**config.mk**
```make
export PLATFORM = sky130hd
export DESIGN_NAME = serial_frame_tx
export DESIGN_NICKNAME = d
export VERILOG_FILES = /design/src/rtl/serial_pkg.sv /design/src/rtl/serial_frame_tx.sv
export SDC_FILE = /design/constraint.sdc
export NUM_CORES = 1
export LEC_CHECK = 0
export ABC_AREA = 1
export BUFFER_PORTS_ARGS = -buffer_cell sky130_fd_sc_hd__buf_2
export CORE_MARGIN = 2
export CORE_UTILIZATION = 57
export DETAILED_ROUTE_END_ITERATION = 7
export PLACE_DENSITY = 0.87
export SYNTH_ARGS = -nofsm -noshare
export SYNTH_HDL_FRONTEND = slang
export SYNTH_SLANG_ARGS = --single-unit
```
**constraint.sdc**
```tcl
create_clock -name clk -period 4.66 [get_ports clk]
set_input_delay 0.233 -clock clk [delete_from_list [all_inputs] [get_ports clk]]
set_output_delay 0.233 -clock clk [all_outputs]
set_load 0.005 [all_outputs]
```
**src/rtl/serial_pkg.sv**
```systemverilog
// serial_pkg: line FSM state encoding and idle line level shared by the serial line blocks
package serial_pkg;
    typedef enum logic [2:0] {IDLE, START, DATA, STOP, GAP} tx_state_t;
    localparam logic IDLE_LEVEL = 1'b1;
endpackage

```
**src/rtl/serial_frame_tx.sv**
```systemverilog
// serial_frame_tx: start/data(MSB-first)/stop serialiser on tx_a with a per-frame 0->1 transition count
module serial_frame_tx
    import serial_pkg::*;
#(
    parameter int WIDTH      = 8,
    parameter int GAP_CYCLES = 1,
    parameter int CNT_W      = $clog2(WIDTH + 2)
) (
    input  logic             clk,
    input  logic             reset,
    input  logic             in_valid,
    input  logic [WIDTH-1:0] in_data,
    output logic             in_ready,
    output logic             tx_a,
    output logic             busy,
    output logic             frame_done,
    output logic [CNT_W-1:0] pattern_cnt
);
    localparam int BIT_W = $clog2(WIDTH);
    localparam int GAP_W = GAP_CYCLES > 1 ? $clog2(GAP_CYCLES) : 1;
    tx_state_t        r_state, w_next;
    logic [WIDTH-1:0] r_sr, w_sr_next;
    logic [BIT_W-1:0] r_bit;
    logic [GAP_W-1:0] r_gap;
    logic [CNT_W-1:0] r_run, r_pcnt, w_run_next;
    logic             r_tx, r_done, w_tx_next, w_accept, w_rise;

    assign w_accept = in_valid && (r_state == IDLE);

    // Line level is computed from the next state so tx_a itself is a flop
    always_comb begin
        w_next = r_state;
        case (r_state)
            IDLE:    w_next = in_valid ? START : IDLE;
            START:   w_next = DATA;
            DATA:    w_next = (r_bit == BIT_W'(WIDTH - 1)) ? STOP : DATA;
            STOP:    w_next = (GAP_CYCLES > 0) ? GAP : IDLE;
            GAP:     w_next = (r_gap == GAP_W'(GAP_CYCLES - 1)) ? IDLE : GAP;
            default: w_next = IDLE;
        endcase
        w_sr_next  = w_accept ? in_data : (r_state == DATA) ? r_sr << 1 : r_sr;
        w_tx_next  = (w_next == START) ? 1'b0 : (w_next == DATA) ? w_sr_next[WIDTH-1] : IDLE_LEVEL;
        w_rise     = !r_tx && w_tx_next;
        w_run_next = w_accept ? '0 : r_run + CNT_W'(w_rise);
    end

    always_ff @(posedge clk or posedge reset) begin
        if (reset) begin
            r_state <= IDLE;
            r_tx    <= IDLE_LEVEL;
            r_done  <= 1'b0;
            r_pcnt  <= '0;
            r_run   <= '0;
            r_sr    <= '0;
            r_bit   <= '0;
            r_gap   <= '0;
        end else begin
            r_state <= w_next;
            r_tx    <= w_tx_next;
            r_done  <= (w_next == STOP);
            r_pcnt  <= (w_next == STOP) ? w_run_next : r_pcnt;
            r_run   <= w_run_next;
            r_sr    <= w_sr_next;
            r_bit   <= (r_state == DATA) ? r_bit + BIT_W'(1) : '0;
            r_gap   <= (r_state == GAP) ? r_gap + GAP_W'(1) : '0;
        end
    end

    assign in_ready    = (r_state == IDLE);
    assign busy        = (r_state != IDLE);
    assign tx_a        = r_tx;
    assign frame_done  = r_done;
    assign pattern_cnt = r_pcnt;
endmodule
```
==> impl_metrics.prom <==
# TYPE chip_impl_metric gauge
chip_impl_info{name="cp_slowest_cell",value="sky130_fd_sc_hd__dfrtp_1"} 1
chip_impl_info{name="cp_cell_sequence",value="inv_1 > nand3_1 > nand2_1 > nand3_1 > nand2_1 > nand2_1 > nand2_1 > nor2_1 > ha_1 > ha_1 > xor2_1 > nand2_1 > o21ai_0"} 1
chip_impl_metric{name="numPlacedInstances",unit=""} 149
chip_impl_metric{name="maxSlewHeadroom",unit="%"} 42.2
chip_impl_metric{name="detail_route.first_pass.iterations",unit=""} 4
chip_impl_info{name="grt_setup_unrepaired",value="false"} 1
chip_impl_metric{name="layout_min_cycle_time",unit="ps"} 2190
chip_impl_metric{name="stdcell_area",unit="mm^2"} 0.00121
chip_impl_metric{name="hpwl",unit="mm"} 1.31
chip_impl_metric{name="num-fill-cells",unit=""} 134
chip_impl_metric{name="pins_over_their_slew_limit",unit=""} 0
chip_impl_info{name="timing.critical_path.to_type",value="flip-flop"} 1
chip_impl_metric{name="yosysSeqAreaShare",unit="%"} 58.7
chip_impl_metric{name="antenna-diode-count",unit=""} 0
chip_impl_metric{name="yosysWarnings",unit=""} 0
chip_impl_metric{name="grt_pass1_vias",unit=""} 682
chip_impl_metric{name="timing.final.setup_violations",unit=""} 0
chip_impl_metric{name="dpl_cell_area",unit="mm^2"} 0.00118
chip_impl_metric{name="gr-usage-all-layers",unit="%"} 17.6
chip_impl_info{name="cts_root_buffer",value="sky130_fd_sc_hd__clkbuf_4"} 1
chip_impl_metric{name="number_of_nets_produced_by_synthesis",unit=""} 122
chip_impl_metric{name="grt_antenna_before_repair",unit=""} 0
chip_impl_metric{name="register_area",unit="um^2"} 627
chip_impl_metric{name="clk_latency",unit="ps"} 300
chip_impl_metric{name="drt_first_iter_violations",unit=""} 2
chip_impl_metric{name="areaGrowthSynthToFinish",unit="%"} 13.5
chip_impl_metric{name="syn_inst",unit=""} 107
chip_impl_metric{name="fp.coreArea",unit="mm^2"} 0.00175
chip_impl_metric{name="tritoncts_num_sinks",unit=""} 25
chip_impl_metric{name="fin_crit_sh",unit="%"} 47.0
chip_impl_metric{name="dpl_worst_slack",unit="ps"} 2480
chip_impl_info{name="critical-path-top-cell-by-count",value="sky130_fd_sc_hd__nand2_1"} 1
chip_impl_metric{name="die_height",unit="um"} 47.3
chip_impl_metric{name="num_io_pins",unit=""} 19
chip_impl_info{name="element_type_at_the_critical_path_start",value="flip-flop"} 1
chip_impl_metric{name="tritoncts.num_buffers",unit=""} 3
chip_impl_metric{name="fin_util",unit="%"} 69.5
chip_impl_metric{name="critical-path-max-stage-delay",unit="ps"} 440
chip_impl_metric{name="area_of_the_multi_input_gates",unit="um^2"} 358
chip_impl_metric{name="die_area",unit="mm^2"} 0.00224
chip_impl_metric{name="final_critical_path_setup_slack",unit="ps"} 2470
chip_impl_metric{name="drt-wirelength-per-cell",unit="um"} 10.7
chip_impl_metric{name="vias",unit=""} 756
chip_impl_metric{name="yosysUniqueCellTypes",unit=""} 19
chip_impl_info{name="r2r_start",value="r_state[0]"} 1
chip_impl_metric{name="powerDensity",unit="mW/mm^2"} 560
chip_impl_metric{name="placement.io_buffers",unit=""} 18
chip_impl_metric{name="rows",unit=""} 15
chip_impl_metric{name="floorplan.initialDensity",unit="%"} 61.2
chip_impl_info{name="worst_hold_path_type",value="input pin to asynchronous set/reset pin"} 1
chip_impl_metric{name="worst_endpoint_required_time",unit="ps"} 4890
chip_impl_info{name="final_cell_mix",value="sky130_fd_sc_hd__nand2_1, sky130_fd_sc_hd__dfrtp_1, sky130_fd_sc_hd__inv_1"} 1
chip_impl_metric{name="final_antenna_net_count",unit=""} 0
chip_impl_metric{name="critical_path.max_fanout",unit=""} 12
chip_impl_metric{name="gp_congestion",unit=""} 0.768
chip_impl_metric{name="vdd.ir_drop.worst",unit="uV"} 365
chip_impl_info{name="timing.setup.critical_path_class",value="flip-flop to flip-flop"} 1
chip_impl_metric{name="hold_viol_final",unit=""} 0
chip_impl_metric{name="post_cts_resize_count",unit=""} 0
chip_impl_metric{name="avgViaCountPerCell",unit=""} 4.94
chip_impl_metric{name="grt_start_max_net_pins",unit=""} 26
chip_impl_metric{name="post_route_cells_drive_above_1_share",unit="%"} 21.9
chip_impl_metric{name="die-width",unit="um"} 47.3
chip_impl_metric{name="clock_tree.buffer_depth",unit=""} 2
chip_impl_metric{name="finish.net_count",unit=""} 144
chip_impl_metric{name="timing_worst_slew_pin_value",unit="ps"} 865
chip_impl_metric{name="gr-total-overflow",unit=""} 0
chip_impl_metric{name="route.detailed.drc",unit=""} 0
chip_impl_metric{name="grt_pass1_wl",unit="mm"} 2.71
chip_impl_metric{name="max_clock_freq",unit="MHz"} 457
chip_impl_metric{name="synth_seq_cells",unit=""} 25
chip_impl_metric{name="cts.reportedPaths.clkPinSlew",unit="ps"} 130
chip_impl_info{name="crit_start",value="r_state[0]"} 1
chip_impl_metric{name="cp.arrival",unit="ps"} 2420
chip_impl_info{name="tritoncts_clock_tree",value="done"} 1
chip_impl_metric{name="post_synth_instance_area",unit="mm^2"} 0.00107
chip_impl_metric{name="power.static_leakage",unit="nW"} 0.681
chip_impl_metric{name="timing.clock.skew",unit="ps"} 1.02
chip_impl_metric{name="postCtsHoldBufs",unit=""} 0
chip_impl_metric{name="timing.max_cap.violations",unit=""} 0
chip_impl_metric{name="totalNegativeSetupSlack",unit="ps"} 0
chip_impl_info{name="status",value="complete, no violations"} 1
chip_impl_metric{name="cts_setup_buffers",unit=""} 0
chip_impl_metric{name="synth.avg_cell_area",unit="um^2"} 9.99
chip_impl_metric{name="final-instance-count-excl-fill",unit=""} 153
chip_impl_metric{name="h_tree_depth",unit=""} 1
chip_impl_metric{name="route.final.wire_length",unit="mm"} 1.64
## report_power, final
group          switching [mW]  leakage (nW)  internal [mW]  total, mW
clock network          0.0588        0.0177         0.0320     0.0908
registers              0.0395         0.321          0.290      0.330
logic                   0.163         0.342         0.0950      0.258
## Yosys cell counts
library cell,instances,area share [%]
sky130_fd_sc_hd__buf_2,1,0.47
sky130_fd_sc_hd__dfrtp_1,24,56
sky130_fd_sc_hd__dfstp_2,1,2.5
sky130_fd_sc_hd__ha_1,4,4.7
sky130_fd_sc_hd__inv_1,19,6.7
sky130_fd_sc_hd__inv_2,2,0.70
sky130_fd_sc_hd__nand2_1,24,8.4
sky130_fd_sc_hd__nand3_1,6,2.8
sky130_fd_sc_hd__nand3_4,1,1.6
sky130_fd_sc_hd__nand4_1,1,0.59
sky130_fd_sc_hd__nand4_4,1,2.0
sky130_fd_sc_hd__nor2_1,7,2.5
sky130_fd_sc_hd__nor2_4,1,1.1
sky130_fd_sc_hd__nor3_1,1,0.47
sky130_fd_sc_hd__o211ai_1,1,0.70
sky130_fd_sc_hd__o21ai_0,5,2.3
sky130_fd_sc_hd__o221ai_1,5,4.1
sky130_fd_sc_hd__or2_1,1,0.59
sky130_fd_sc_hd__xor2_1,2,1.6
## stage by stage
stage,hold WS [ps],power [mW]
finish,89.7,0.679
CTS,124,0.684
global route,142,0.741
global placement,423,0.577
floorplan,260,0.528
detailed placement,430,0.597
## logic make-up (layout without fill, tap and decap cells)
group | count (synthesis) | in the layout | synth area share, %
adders and majority gates | 4 | 4 | 4.68
buffers and inverters | 22 | 43 | 7.85
DFF | 25 | 25 | 58.7
and+or+nand+nor | 43 | 43 | 20.0
xor gates and xnor gates | 2 | 2 | 1.64
AOI/OAI and AO/OA | 11 | 11 | 7.14
## critical path, delay by kind of cell, from the launching register on
| kind | cells | cell delay, ps |
|---|---|---|
| xor+xnor | 1 | 120 |
| fa+ha+maj | 2 | 380 |
| compound gates | 1 | 130 |
| flops | 1 | 440 |
| buf+inv | 1 | 160 |
| simple gates | 8 | 880 |
## registers in the layout, indices dropped and copies added, names as in the netlist
signal,cells
frame_done,1
r_gap,1
pattern_cnt,4
r_sr,8
r_bit,3
tx_a,1
r_run,4
r_state,3
## metal layers
layer	routed length [um]	vias to the layer above	track usage, %
met5	0	-	0
met4	10	0	5.00
met3	36	2	3.46
met2	842	8	30.3
met1	749	363	22.4
li1	-	383	-
## final cells by class
type                    instances  share of cell area, %
flip-flops and latches         25                   51.7
multi-input cells              60                   29.5
repair buffers                 18                   7.43
inverters                      21                   6.50
well taps                      25                   2.58
clock buffers                   3                   1.86
clock inverters                 1                  0.413
## final timing paths
kind                            cells after the start  slack (ps)             end
worst min register to register                      1         450        r_bit[0]
worst min-delay path                                2          90      frame_done
worst max-delay path                               13        2470  pattern_cnt[2]
worst max register to register                     13        2470  pattern_cnt[2]
max in group asynchronous                           2        4050      r_state[2]
min in group clk                                    3         130         r_sr[2]
Power figures use the tool's default switching activity.
